File: src/rtl/line_fill_buffer_if.sv
// Handshake bundle between the line fill buffer, the cache controller,
// main memory and imem.
interface line_fill_buffer_if #(
    parameter int unsigned ADDR_W = 32,
    parameter int unsigned DATA_W = 32
);
    logic              fill_req;
    logic [ADDR_W-1:0] fill_addr;
    logic              drain_cl;
    logic              re_mm;
    logic [ADDR_W-1:0] addr_mm;
    logic [DATA_W-1:0] data_mm;
    logic              mem_valid_mm;
    logic              full_cl;
    logic              we_imem;
    logic [ADDR_W-1:0] addr_imem;
    logic [DATA_W-1:0] data_imem;
    logic              fill_done;
    logic              busy;

    modport slave (
        input  fill_req, fill_addr, drain_cl, data_mm, mem_valid_mm,
        output re_mm, addr_mm, full_cl, we_imem, addr_imem, data_imem, fill_done, busy
    );

    modport master (
        output fill_req, fill_addr, drain_cl, data_mm, mem_valid_mm,
        input  re_mm, addr_mm, full_cl, we_imem, addr_imem, data_imem, fill_done, busy
    );
endinterface

File: src/rtl/line_fill_buffer.sv
// Cache-line fill engine: fetches one line from main memory word by word,
// then writes the buffered line into imem one word per cycle.
module line_fill_buffer #(
    parameter int unsigned ADDR_W         = 32,
    parameter int unsigned DATA_W         = 32,
    parameter int unsigned WORDS_PER_LINE = 4
) (
    input  logic               clk,
    input  logic               reset,
    input  logic               clr,
    line_fill_buffer_if.slave  bus
);
    localparam int unsigned WCNT_W   = $clog2(WORDS_PER_LINE);
    localparam int unsigned BYTE_OFF = $clog2(DATA_W / 8);
    localparam int unsigned OFF      = WCNT_W + BYTE_OFF;
    localparam logic [WCNT_W-1:0] LAST = WCNT_W'(WORDS_PER_LINE - 1);

    typedef enum logic [1:0] {IDLE, FETCH, FULL, DRAIN} state_t;

    state_t            state;
    logic [WCNT_W-1:0] wcnt;
    logic [ADDR_W-1:0] base;
    logic [DATA_W-1:0] line_buf [WORDS_PER_LINE];
    logic [ADDR_W-1:0] word_addr;
    logic              unused_fill_addr_low;

    // base has its low OFF bits cleared, so OR-ing the word offset never carries
    assign word_addr = base | (ADDR_W'(wcnt) << BYTE_OFF);
    assign unused_fill_addr_low = ^bus.fill_addr[OFF-1:0];

    always_ff @(posedge clk) begin
        if (reset || clr) begin
            state    <= IDLE;
            wcnt     <= '0;
            base     <= '0;
            line_buf <= '{default: '0};
        end else begin
            case (state)
                IDLE: begin
                    if (bus.fill_req) begin
                        base  <= {bus.fill_addr[ADDR_W-1:OFF], {OFF{1'b0}}};
                        wcnt  <= '0;
                        state <= FETCH;
                    end
                end
                FETCH: begin
                    if (bus.mem_valid_mm) begin
                        line_buf[wcnt] <= bus.data_mm;
                        if (wcnt == LAST) begin
                            wcnt  <= '0;
                            state <= FULL;
                        end else begin
                            wcnt <= wcnt + 1'b1;
                        end
                    end
                end
                FULL: begin
                    if (bus.drain_cl) begin
                        wcnt  <= '0;
                        state <= DRAIN;
                    end
                end
                DRAIN: begin
                    if (wcnt == LAST) begin
                        wcnt  <= '0;
                        state <= IDLE;
                    end else begin
                        wcnt <= wcnt + 1'b1;
                    end
                end
                default: state <= IDLE;
            endcase
        end
    end

    always_comb begin
        bus.re_mm     = 1'b0;
        bus.addr_mm   = '0;
        bus.full_cl   = 1'b0;
        bus.we_imem   = 1'b0;
        bus.addr_imem = '0;
        bus.data_imem = '0;
        bus.fill_done = 1'b0;
        bus.busy      = (state != IDLE);
        case (state)
            FETCH: begin
                bus.re_mm   = 1'b1;
                bus.addr_mm = word_addr;
            end
            FULL: bus.full_cl = 1'b1;
            DRAIN: begin
                bus.we_imem   = 1'b1;
                bus.addr_imem = word_addr;
                bus.data_imem = line_buf[wcnt];
                bus.fill_done = (wcnt == LAST);
            end
            default: ;
        endcase
    end
endmodule

File: src/flat_wrapper.sv
// flat-port wrapper written by rule: the top's interface ports become plain ports
module line_fill_buffer_flat 
#(
    parameter int unsigned ADDR_W         = 32,
    parameter int unsigned DATA_W         = 32,
    parameter int unsigned WORDS_PER_LINE = 4
)
  (clk, reset, clr, bus_fill_req, bus_fill_addr, bus_drain_cl, bus_data_mm, bus_mem_valid_mm, bus_re_mm, bus_addr_mm, bus_full_cl, bus_we_imem, bus_addr_imem, bus_data_imem, bus_fill_done, bus_busy);
  line_fill_buffer_if #(.ADDR_W(ADDR_W), .DATA_W(DATA_W)) bus_i ();
  input  logic clk;
  input  logic reset;
  input  logic clr;
  input wire logic [$bits(bus_i.fill_req)-1:0] bus_fill_req;
  input wire logic [$bits(bus_i.fill_addr)-1:0] bus_fill_addr;
  input wire logic [$bits(bus_i.drain_cl)-1:0] bus_drain_cl;
  input wire logic [$bits(bus_i.data_mm)-1:0] bus_data_mm;
  input wire logic [$bits(bus_i.mem_valid_mm)-1:0] bus_mem_valid_mm;
  output wire logic [$bits(bus_i.re_mm)-1:0] bus_re_mm;
  output wire logic [$bits(bus_i.addr_mm)-1:0] bus_addr_mm;
  output wire logic [$bits(bus_i.full_cl)-1:0] bus_full_cl;
  output wire logic [$bits(bus_i.we_imem)-1:0] bus_we_imem;
  output wire logic [$bits(bus_i.addr_imem)-1:0] bus_addr_imem;
  output wire logic [$bits(bus_i.data_imem)-1:0] bus_data_imem;
  output wire logic [$bits(bus_i.fill_done)-1:0] bus_fill_done;
  output wire logic [$bits(bus_i.busy)-1:0] bus_busy;
  assign bus_i.fill_req = bus_fill_req;
  assign bus_i.fill_addr = bus_fill_addr;
  assign bus_i.drain_cl = bus_drain_cl;
  assign bus_i.data_mm = bus_data_mm;
  assign bus_i.mem_valid_mm = bus_mem_valid_mm;
  assign bus_re_mm = bus_i.re_mm;
  assign bus_addr_mm = bus_i.addr_mm;
  assign bus_full_cl = bus_i.full_cl;
  assign bus_we_imem = bus_i.we_imem;
  assign bus_addr_imem = bus_i.addr_imem;
  assign bus_data_imem = bus_i.data_imem;
  assign bus_fill_done = bus_i.fill_done;
  assign bus_busy = bus_i.busy;
  line_fill_buffer #(.ADDR_W(ADDR_W), .DATA_W(DATA_W), .WORDS_PER_LINE(WORDS_PER_LINE)) u_core (.clk(clk), .reset(reset), .clr(clr), .bus(bus_i));
endmodule
File: config.mk
export PLATFORM = sky130hd
export DESIGN_NAME = line_fill_buffer_flat
export DESIGN_NICKNAME = d
export VERILOG_FILES = /design/src/rtl/line_fill_buffer_if.sv /design/src/rtl/line_fill_buffer.sv /design/src/flat_wrapper.sv
export SDC_FILE = /design/constraint.sdc
export NUM_CORES = 1
export LEC_CHECK = 0
export ABC_AREA = 1
export ABC_CLOCK_PERIOD_IN_PS = 1800
export CAP_MARGIN = 20
export CORE_ASPECT_RATIO = 0.9
export CORE_UTILIZATION = 50
export CTS_CLUSTER_SIZE = 24
export DETAILED_ROUTE_END_ITERATION = 6
export PLACE_DENSITY = 0.88
export SYNTH_ARGS = -nofsm -noshare
export SYNTH_HDL_FRONTEND = slang
export SYNTH_SLANG_ARGS = --single-unit
export TNS_END_PERCENT = 100
File: constraint.sdc
create_clock -name clk -period 1.8 [get_ports clk]
set_input_delay 0.27 -clock clk [delete_from_list [all_inputs] [get_ports clk]]
set_output_delay 0.27 -clock clk [all_outputs]
set_load 0.01 [all_outputs]
After elaboration in Yosys (flattened, before gate mapping)
Index checks and enable logic that the tools add are counted.

storage, ports and cells
  register bits = 160
  output and inout bits = 101
  logic and storage cells = 53

operators by class
  add/subtract/negate cells = 1
  $lt $le $gt $ge = 2
  equal/unequal tests = 9
  multiplexer cells = 24
  bitwise operators = 2
  reductions and logical operators = 8

operators with widths
  cell                                                                           number
  32-bit two-way mux                                                             6
  128-bit bitwise mux                                                            1
  32-bit binary-select mux with 2-bit select                                     1
  32-bit demux with 2-bit select                                                 1
  32-bit by 4-bit bitwise OR with 32-bit output                                  1
  2-bit two-way mux                                                              9
  2-bit one-hot mux with 4 select lines                                          2
  2-bit == test (second input constant)                                          3
  2-bit inequality test (second input constant)                                  3
  5-bit AND reduction                                                            1
  1-bit two-way mux                                                              4
  2-bit by 1-bit inequality test with 1-bit output (second input constant)       2
  2-bit AND reduction                                                            2
  3-bit greater-or-equal comparator (second input constant)                      1
  3-bit by 1-bit less-than comparator with 1-bit output (second input constant)  1
  2-bit inverter with 3-bit output                                               1
  3-bit AND reduction                                                            1
  2-bit by 1-bit adder with 2-bit output (second input constant)                 1
  2-bit by 1-bit == test with 1-bit output (second input constant)               1
  2-bit logical NOT                                                              1
  2-bit nonzero test                                                             1
  1-bit logical AND                                                              1
  1-bit logical OR                                                               1

Logic depth before layout (Yosys ltp)
Gate-level depths: netlist of the first run.

  depth in word-level cells = 6
  depth in mapped cells = 9

Least setup slack after synthesis of the first run
No wires, ideal clock.

  path type = reg2reg
  from = register u_core.wcnt[0]
  to = register u_core.line_buf[107] (netlist name)
  library setup time = 0.128 ns
  arrival = 1.469 ns
  required time = 1.672 ns
  path slack = 0.203 ns
  stages on the path, launching flop included = 8
  path through = dfxtp_1 -> inv_2 -> buf_4 -> buf_2 -> ha_1 -> nand3_4 -> clkbuf_1 -> a21oi_1

between the ends
  longest elaborated chain between the ends = 6
  elaborated cells between the ends (all ways) = 7
  classes of those cells = order compare: 2; mux: 3; bitwise: 1; reduce/logical: 1

RTL lines
  item                                                                                                                                     line                    text
  start: declaration                                                                                                                       line_fill_buffer.sv:21  logic [WCNT_W-1:0] wcnt;
  start signal: assignment                                                                                                                 line_fill_buffer.sv:53  wcnt <= wcnt + 1'b1;
  start signal: assignment                                                                                                                 line_fill_buffer.sv:68  wcnt <= wcnt + 1'b1;
  2-bit inverter with 3-bit output (not written as such) (*)                                                                               line_fill_buffer.sv:48  line_buf[wcnt] <= bus.data_mm;
  3-bit greater-or-equal comparator (not written as such) / 3-bit by 1-bit less-than comparator with 1-bit output (equally long branches)  line_fill_buffer.sv:48
  1-bit logical AND (not written as such)                                                                                                  line_fill_buffer.sv:48
  32-bit two-way mux (not written as such)                                                                                                 line_fill_buffer.sv:48
  32-bit demux with 2-bit select (*)                                                                                                       line_fill_buffer.sv:48
  128-bit bitwise mux (*)                                                                                                                  line_fill_buffer.sv:48
  end signal: indexed assignment                                                                                                           line_fill_buffer.sv:48
  end: declaration                                                                                                                         line_fill_buffer.sv:23  logic [DATA_W-1:0] line_buf [WORDS_PER_LINE];

Every way passes the cells marked *; elsewhere a longest branch is shown, timed or not.
A chain may end at the register's enable or synchronous reset.

Worst setup path after layout of the first run
  from = register u_core.wcnt[0]
  to = output bus_data_imem[14]

between the ends
  longest elaborated chain between the ends = 5

RTL lines
  item                                                    line                    text
  2-bit inverter with 3-bit output (not written as such)  line_fill_buffer.sv:94  bus.data_imem = line_buf[wcnt];
  32-bit binary-select mux with 2-bit select              line_fill_buffer.sv:94
  32-bit two-way mux (not written as such) (2 in a row)   line_fill_buffer.sv:94
  32-bit two-way mux                                      line_fill_buffer.sv:85  case (state)
  end: declaration                                        flat_wrapper.sv:23      output wire logic [$bits(bus_i.data_imem)-1:0] bus_data_imem;

Every way passes these cells. The select of a mux whose other input is x is not followed.

==> results.json, run 1 <==
{
  "ys_ff_latch": 160,
  "post_synth.cell_area_avg_um2": 7.01,
  "antenna_found_initial": 1,
  "yosys_warnings": 0,
  "cp-start-kind": "flip-flop",
  "vdd_ir_drop_max_uv": 790,
  "hold_violations": 0,
  "max-slew-margin-rel_pct": 66.2,
  "holdPathStages": 3,
  "gp_congestion": 0.798,
  "synth.most_common_cell": "a21oi_1",
  "clock_sinks": 160,
  "dieHeight_um": 117,
  "ys_top_cells_by_area": "dfxtp_1 44%, a21oi_1 15%, o21ai_0 13%, inv_1 10%, nand2_1 3.6%",
  "clockBufferDepth": 2,
  "die-area_um2": 15200,
  "ios": 171,
  "cpPeakStageDelay_ns": 0.40,
  "leakage_nw": 4.55,
  "switchingPower_mw": 2.14,
  "post-place-ws_ns": -0.230,
  "h-tree-depth": 4,
  "synth_ff_type": "dfxtp_1",
  "tightest_slew_ns": 0.507,
  "first_iter_violations": 1006,
  "drtAntennaViolNets": 0,
  "p_sw_share_pct": 25.4,
  "wire_per_inst_um": 18.4,
  "arrival_ns": 1.72,
  "reg2regPathDepth": 8,
  "r2r_slack_ns": -0.14,
  "core_area_um2": 14200,
  "grt_pass1_wl_um": 36700,
  "cp-end-kind": "primary output",
  "first_pass_iters": 7,
  "clkLatencyLatePin_ns": 0.44,
  "numPortBuffers": 162,
  "cts_tree": "built",
  "outcome": "finished with violations",
  "violations": "setup timing",
  "grt_pass1_vias": 7469,
  "rsz0062_at_grt": "true",
  "place_area_um2": 9340,
  "yosysSeqAreaShare_pct": 43.6,
  "p_clk_share_pct": 41.6,
  "hp-class": "in2reg",
  "routed_wl_um": 26500,
  "syn_area_um2": 7350,
  "maxSlewViolCount": 0,
  "drc": 0,
  "synth_edf_count": 0,
  "crit_chain": "inv_6, buf_6, a21oi_2, o21ai_1, a21oi_1, buf_2",
  "fp-row-count": 41,
  "final-setup-viol-count": 77,
  "power_frac_comb_pct": 14.7,
  "period_needed_ns": 1.99,
  "root_buffer": "clkbuf_16",
  "die_w_um": 130,
  "yosysTopAreaCell": "dfxtp_1",
  "synth_cell_type_count": 22,
  "crit_slowest_cell": "dfxtp_4",
  "skew_ns": 0.00674,
  "vias_per_cell": 5.68,
  "yosysTopAreaCellShare_pct": 43.6,
  "grt_usage_pct": 31.7,
  "gr-total-overflow": 0,
  "dp_hpwl_um": 12200,
  "fin_ws_ns": -0.188,
  "grt_max_degree": 61,
  "seq_power_share_pct": 43.7,
  "netlist_top_cells_count": "219 x a21oi_1, 200 x inv_1, 196 x o21ai_0",
  "power_density_nw_per_um2": 772,
  "layout.nets": 1310,
  "worstSetupPathType": "reg2out",
  "max_freq_mhz": 503,
  "p_int_mw": 6.26,
  "drive_gt1_share_pct": 27.8,
  "cp.required_ns": 1.53,
  "numCtsBuffers": 17,
  "max_cap_viol_count": 0,
  "start_util_pct": 51.7,
  "path_max_fanout": 10,
  "vias": 8169,
  "stdcell_area_um2": 10900,
  "syn_to_final_growth_pct": 47.9,
  "syn_inst": 1048,
  "clkTransAtPathRegs_ns": 0.06,
  "async_flop_share_pct": 0,
  "period_share_pct": 110
}
[power by group through the flow]
stage	combinational (mW)	sequential (mW)	clock (mW)
3_5_place_dp	0.837	3.72	0
3_3_place_gp	0.817	3.72	0
5_1_grt	1.31	3.67	3.66
2_1_floorplan	0.469	3.71	0
6_report	1.23	3.67	3.50
4_1_cts	1.08	3.65	3.48
[cell usage in the layout (no fill, tap or decap), drive strengths merged]
master / count
nor2: 68
inv: 202
o21ai: 221
nand2: 70
clkinvlp: 1
clkinv: 3
a21boi: 1
ha: 9
buf: 145
a21oi: 225
clkbuf: 61
conb: 4
clkdlybuf4s50: 65
bufinv: 1
dfxtp: 160
clkdlybuf4s15: 1
nand3: 7
diode: 1
[state kept, by name (all words and copies together) (netlist names)]
signal	cells
u_core.line_buf	128
u_core.wcnt	2
u_core.base	28
u_core.state	2
[per-layer routing]
layer / wire length [um] / global-route usage, % / part of all wire [%]
met1: 10100 / 36.7 / 38
met2: 12800 / 54.7 / 48
met3: 2420 / 7.50 / 9.1
met4: 1180 / 16.9 / 4.4
met5: 0 / 0 / 0
[repair_timing]
action,in CTS,in global routing
hold buffers,0,0
setup endpoints to repair,104,178
hold endpoints to repair,0,0
setup buffers,25,12
gates cloned,12,4
pin swaps,35,33
gates resized for setup,430,245
[layout make-up]
type,count,area [um^2]
clock buffer,28,517
tap,193,241
clock inverter,4,48.8
multi-input combinational,605,3490
fill,891,3340
sequential,160,3210
antenna,1,2.50
inverter,203,781
timing repair buffer,244,2570
[worst max-delay path: cells and delay by family, from the launching register on]
family                 cells  cell delay [ns]
buffers and inverters      3             0.42
flip-flops                 1             0.40
AO/OA/AOI/OAI              3             0.46
[path summary, 6_finish.rpt]
| path | from | endpoint |
|---|---|---|
| worst min-delay path | bus_fill_addr[30] | u_core.base[30]$_SDFFE_PP0P_ |
| worst min register to register | u_core.line_buf[26]$_SDFFE_PP0P_ | u_core.line_buf[26]$_SDFFE_PP0P_ |
| worst max-delay path | u_core.wcnt[0]$_SDFFE_PP0P_ | bus_data_imem[14] |
| worst max register to register | u_core.wcnt[0]$_SDFFE_PP0P_ | u_core.line_buf[40]$_SDFFE_PP0P_ |
[cells by family (layout without fill, tap and decap cells)]
logic type | Yosys count | after routing | share of synthesized area (%)
buffers and inverters | 286 | 479 | 16.0
AND/OR/NAND/NOR | 145 | 145 | 8.10
adder cells (fa/ha/maj) | 9 | 9 | 1.53
other | 1 | 5 | 0.0510
AO/OA/AOI/OAI | 447 | 447 | 30.8
flip-flops | 160 | 160 | 43.6
[through the flow]
step / hold slack [ns] / power, mW / cells / util (%) / setup TNS, ns
global placement: 0.426 / 4.54 / 1359 / 65.7 / -3.37
CTS: 0.441 / 8.20 / 1427 / 73.3 / -5.87
detailed placement: 0.431 / 4.56 / 1359 / 65.7 / -4.22
finish: 0.440 / 8.40 / 1438 / 76.5 / -5.39
floorplan: 0.419 / 4.18 / 1051 / - / 0
global route: 0.453 / 8.64 / 1438 / 76.5 / -10.04
Note: power is estimated with default switching activity, not from simulation.
==> inputs of run 2 (changes only) <==
--- a/config.mk
+++ b/config.mk
@@ -9,6 +9,7 @@
 export ABC_CLOCK_PERIOD_IN_PS = 1800
 export CAP_MARGIN = 20
 export CORE_ASPECT_RATIO = 0.9
+export CORE_MARGIN = 5
 export CORE_UTILIZATION = 50
 export CTS_CLUSTER_SIZE = 24
 export DETAILED_ROUTE_END_ITERATION = 6
==> results.json, run 2 (synthesis gave the netlist of run 1 again) <==
{
  "final_cell_mix": "169 x inv_1, 156 x dfxtp_1, 146 x a21oi_1",
  "cpPeakStageDelay_ns": 0.42,
  "root_buffer": "clkbuf_16",
  "fp-row-count": 42,
  "clock_sinks": 160,
  "max-slew-margin-rel_pct": 58.5,
  "cp-start-kind": "flip-flop",
  "multi_input_area_um2": 3850,
  "crit_chain": "clkinv_8, buf_16, a21oi_2, o21ai_1, a21oi_1, buf_2",
  "outcome": "finished with violations",
  "maxSlewViolCount": 0,
  "skew_ns": 0.00637,
  "antenna_cells": 0,
  "cp.required_ns": 1.53,
  "layout.cells.most_common": "inv_1",
  "drive_gt1_share_pct": 36.6,
  "vias_per_cell": 5.90,
  "routed_wl_um": 29900,
  "post-place-ws_ns": -0.0942,
  "clkTransAtPathRegs_ns": 0.06,
  "first_iter_violations": 1109,
  "grt_pass1_vias": 7305,
  "tightest_slew_ns": 0.620,
  "dieHeight_um": 125,
  "h-tree-depth": 4,
  "fill_cells": 833,
  "leakage_nw": 4.72,
  "layout.nets": 1321,
  "first_pass_iters": 7,
  "crit_slowest_cell": "dfxtp_4",
  "ios": 171,
  "largestRegisters": "u_core.line_buf: 128 flops, u_core.base: 28 flops",
  "clockBufferDepth": 2,
  "hold_violations": 0,
  "core_area_um2": 14600,
  "syn_to_final_growth_pct": 58.1,
  "die-area_um2": 17200,
  "grt_usage_pct": 26.4,
  "violations": "setup timing",
  "max_cap_viol_count": 0,
  "largest_reg_flops": 128,
  "vias": 8566,
  "max_freq_mhz": 474,
  "regMostFlops": "u_core.line_buf",
  "drtAntennaViolNets": 0,
  "cts_tree": "built",
  "gp_congestion": 0.789,
  "post-route-util_pct": 79.9,
  "dp_hpwl_um": 12800,
  "numPortBuffers": 162,
  "clkLatencyLatePin_ns": 0.44,
  "cp-end-kind": "primary output",
  "path_max_fanout": 7,
  "arrival_ns": 1.84,
  "fin_ws_ns": -0.311,
  "grt_pass1_wl_um": 36500,
  "worstSetupPathType": "reg2out",
  "register_area_um2": 3220,
  "die_w_um": 138,
  "drc": 0,
  "hp-class": "reg2reg",
  "gr-total-overflow": 0,
  "period_share_pct": 117,
  "rsz0062_at_grt": "true",
  "final-setup-viol-count": 122,
  "period_needed_ns": 2.11,
  "grt_max_degree": 89,
  "power_density_nw_per_um2": 776,
  "antenna_found_initial": 0,
  "wire_per_inst_um": 20.5,
  "vdd_ir_drop_max_uv": 742,
  "start_util_pct": 50.5,
  "numCtsBuffers": 17
}
[run 2: cell count changes in the layout (fill, tap and decap cells not counted), moves of 9 or more]
cell      before  now
a21oi_1      170  146
a21oi_2       49   74
buf_2         43   57
buf_6         46   55
clkbuf_2      29    5
nand2_1       40   24
nand2_2       12   32
o21ai_0      116  102
o21ai_1       92   54
o21ai_2       12   62
[run 2: layout make-up]
cell class	instances	area share [%]
clock buffer	21	3.79
clock inverter	11	1.61
inverter	203	6.68
multi-input combinational	606	33.2
sequential	160	27.7
tap	198	2.13
timing repair buffer	254	24.9
[run 2: power breakdown]
group,internal (mW),switching (mW),total (mW)
clock network,2.45,1.51,3.97
logic,0.641,0.743,1.38
registers,3.60,0.0730,3.67
total,6.69,2.33,9.02
[run 2: repair_timing]
| item | 4_1_cts | 5_1_grt |
|---|---|---|
| setup endpoints to repair | 97 | 200 |
| cloned | 14 | 17 |
| pin swaps | 42 | 45 |
| hold buffers | 0 | 0 |
| gates resized for setup | 545 | 287 |
| buffers inserted | 25 | 14 |
[run 2: critical path: cells and delay by family (launching register included)]
family	cells	cell delay (ns)
buffers and inverters	3	0.46
flip-flops	1	0.42
AO/OA/AOI/OAI	3	0.52
[run 2: routing by layer]
| layer | share of wire [%] | track usage [%] | routed length (um) | vias to the layer above |
|---|---|---|---|---|
| met5 | 0 | 0 | 0 | - |
| met4 | 5.7 | 10.7 | 1710 | 0 |
| met3 | 9.0 | 5.90 | 2690 | 184 |
| met2 | 48 | 44.2 | 14300 | 611 |
| met1 | 37 | 32.8 | 11200 | 4015 |
| li1 | - | - | - | 3756 |
[run 2: path summary, 6_finish.rpt]
kind	from	end	slack [ns]	cells after the start
setup / recovery	u_core.wcnt[0]$_SDFFE_PP0P_	bus_data_imem[9]	-0.31	6
hold / removal	u_core.line_buf[115]$_SDFFE_PP0P_	u_core.line_buf[115]$_SDFFE_PP0P_	0.44	2
setup reg to reg	u_core.wcnt[0]$_SDFFE_PP0P_	u_core.line_buf[41]$_SDFFE_PP0P_	-0.17	11
hold reg to reg	u_core.line_buf[115]$_SDFFE_PP0P_	u_core.line_buf[115]$_SDFFE_PP0P_	0.44	2
[run 2: per-stage QoR]
stage	instances	total power [mW]	instance area [um^2]	setup TNS, ns	hold WS [ns]
6_report	1453	9.02	11600	-12.56	0.441
3_5_place_dp	1360	4.54	9260	-0.708	0.431
5_1_grt	1453	9.23	11600	-19.88	0.454
4_1_cts	1431	8.67	10600	-5.00	0.441
3_3_place_gp	1360	4.52	9260	-0.498	0.427
2_1_floorplan	1051	4.18	7360	0	0.419
==> inputs of run 3 (changes only) <==
--- a/config.mk
+++ b/config.mk
@@ -6,7 +6,7 @@
 export NUM_CORES = 1
 export LEC_CHECK = 0
 export ABC_AREA = 1
-export ABC_CLOCK_PERIOD_IN_PS = 1800
+export ABC_CLOCK_PERIOD_IN_PS = 2000
 export CAP_MARGIN = 20
 export CORE_ASPECT_RATIO = 0.9
 export CORE_MARGIN = 5
==> constraint.sdc (replaced) <==
create_clock -name clk -period 2 [get_ports clk]
set_input_delay 0.3 -clock clk [delete_from_list [all_inputs] [get_ports clk]]
set_output_delay 0.3 -clock clk [all_outputs]
set_load 0.01 [all_outputs]
==> results.json, run 3 (synthesis gave the netlist of run 1 again) <==
{
  "reg2reg_from": "u_core.state[1]$_SDFFE_PP0P_",
  "cp.required_ns": 1.70,
  "largest_reg_flops": 128,
  "antenna_cells": 0,
  "drtAntennaViolNets": 0,
  "die-area_um2": 17200,
  "root_buffer": "clkbuf_16",
  "drive_gt1_share_pct": 11.9,
  "hold_ws_ns": 0.440,
  "clkTransAtPathRegs_ns": 0.06,
  "antenna_found_initial": 0,
  "numCtsBuffers": 17,
  "path_max_fanout": 36,
  "max-slew-margin-rel_pct": 66.2,
  "reg2regPathDepth": 9,
  "cts_tree": "built",
  "period_needed_ns": 1.98,
  "max_cap_viol_count": 0,
  "final_cells": 1391,
  "regMostFlops": "u_core.line_buf",
  "cp-start-kind": "flip-flop",
  "final_cell_mix": "199 x inv_1, 196 x a21oi_1, 179 x o21ai_0",
  "hp-class": "reg2reg",
  "hold_end": "u_core.line_buf[124]$_SDFFE_PP0P_",
  "vdd_ir_drop_max_uv": 682,
  "core_area_um2": 14600,
  "leakage_nw": 4.03,
  "multi_input_area_um2": 3100,
  "cpPeakStageDelay_ns": 0.41,
  "crit_slowest_cell": "dfxtp_4",
  "arrival_ns": 1.68,
  "period_share_pct": 99.1,
  "ios": 171,
  "worst-path-buf-inv": 3,
  "numPortBuffers": 162,
  "r2r-end": "u_core.line_buf[21]$_SDFFE_PP0P_",
  "vias_per_cell": 5.13,
  "grt_pass1_vias": 6732,
  "grt_pass1_wl_um": 32500,
  "vias": 7137,
  "drc": 0,
  "dp_hpwl_um": 12400,
  "wire_per_inst_um": 14.8,
  "dieHeight_um": 125,
  "worstSetupPathType": "reg2out",
  "place_area_um2": 9140,
  "skew_ns": 0.00823,
  "register_area_um2": 3220,
  "crit_family": "buffers and inverters",
  "clock_sinks": 160,
  "ctsHoldBuffers": 0,
  "post-route-util_pct": 67.7,
  "gr-total-overflow": 0,
  "layout.cells.most_common": "inv_1",
  "layout.nets": 1259,
  "start_util_pct": 50.5,
  "grt_max_degree": 85,
  "die_w_um": 138,
  "grt_usage_pct": 23.3,
  "stdcell_area_um2": 9850,
  "fp-row-count": 42,
  "hold_violations": 0,
  "clockBufferDepth": 2,
  "max_freq_mhz": 505,
  "outcome": "complete, no violations",
  "holdPathStages": 2,
  "hp-start": "u_core.line_buf[124]$_SDFFE_PP0P_",
  "r2r_slack_ns": 0.15,
  "maxSlewViolCount": 0,
  "cp-end-kind": "primary output",
  "first_iter_violations": 577,
  "clkLatencyLatePin_ns": 0.43,
  "first_pass_iters": 5,
  "h-tree-depth": 4,
  "syn_to_final_growth_pct": 34.0,
  "rsz0062_at_grt": "true",
  "tightest_slew_ns": 0.506,
  "power_density_nw_per_um2": 772,
  "gp_congestion": 0.783,
  "fill_cells": 1207,
  "routed_wl_um": 20600,
  "final-setup-viol-count": 0,
  "largestRegisters": "u_core.line_buf: 128 flops, u_core.base: 28 flops",
  "crit_chain": "buf_12, ha_2, nand2_1, inv_1, dlygate4sd2_1",
  "dp.cells": 1350
}
==> run 3: changes by cell type in the layout (fill, tap and decap cells not counted), sizes merged <==
| cell | before | now |
|---|---|---|
| buf | 171 | 55 |
| dlygate4sd2 | 1 | 45 |
| clkdlybuf4s15 | 0 | 15 |
| clkbuf | 37 | 35 |
| bufbuf | 1 | 0 |
| clkinv | 4 | 3 |
| clkinvlp | 3 | 2 |
| inv | 202 | 203 |
| nand3 | 8 | 7 |
==> run 3: per-layer routing <==
metal  GRT usage [%]  up-vias  routed length (um)
met3            5.06       34                1220
met5               0        -                   0
met1            28.5     3247                8680
li1                -     3609                   -
met2            39.5      247               10300
met4            9.30        0                 469
==> run 3: worst max-delay path by stage <==
stage / from / to / slack, ns / cells after the start
after floorplan: u_core.wcnt[0]$_SDFFE_PP0P_ / u_core.line_buf[107]$_SDFFE_PP0P_ / 0.40 / 7
after global placement: u_core.wcnt[0]$_SDFFE_PP0P_ / bus_data_imem[14] / 0.06 / 6
after detailed placement: u_core.wcnt[0]$_SDFFE_PP0P_ / bus_data_imem[12] / 0.04 / 6
after CTS: u_core.state[1]$_SDFFE_PP0P_ / bus_addr_mm[9] / 0.0004 / 7
after global routing: u_core.wcnt[0]$_SDFFE_PP0P_ / bus_fill_done / -0.04 / 5
final: u_core.wcnt[0]$_SDFFE_PP0P_ / bus_fill_done / 0.02 / 5
==> run 3: worst min-delay path: stages (launching register included) <==
cell and delay, ns:
dfxtp_1 0.30, inv_1 0.04, a21oi_1 0.05
==> run 3: stage by stage <==
step / TNS [ns] / total power [mW] / setup WS [ns]
detailed placement: 0 / 4.07 / 0.0448
finish: 0 / 7.61 / 0.0188
global placement: 0 / 4.04 / 0.0635
floorplan: 0 / 3.76 / 0.403
global route: -0.0981 / 7.87 / -0.0449
CTS: 0 / 7.59 / 0.000371
==> run 3: layout make-up <==
type                    count  area share (%)
clock inverters            10            1.87
flip-flops and latches    160            32.7
multi-input cells         605            31.5
well taps                 198            2.52
inverters                 203            7.81
repair buffers            193            19.1
clock buffers              22            4.61
==> run 3: timing repair <==
| action | 4_1_cts | 5_1_grt |
|---|---|---|
| resized for setup | 205 | 72 |
| gates cloned | 1 | 3 |
| pin swaps | 11 | 19 |
| setup buffers | 4 | 1 |
| setup endpoints to repair | 97 | 42 |
==> run 3: power by group <==
| group | leakage (nW) | internal, mW | switching [mW] |
|---|---|---|---|
| clock network | 0.304 | 2.25 | 1.28 |
| registers | 1.30 | 3.24 | 0.0462 |
| logic | 2.43 | 0.349 | 0.447 |
| total | 4.03 | 5.84 | 1.77 |
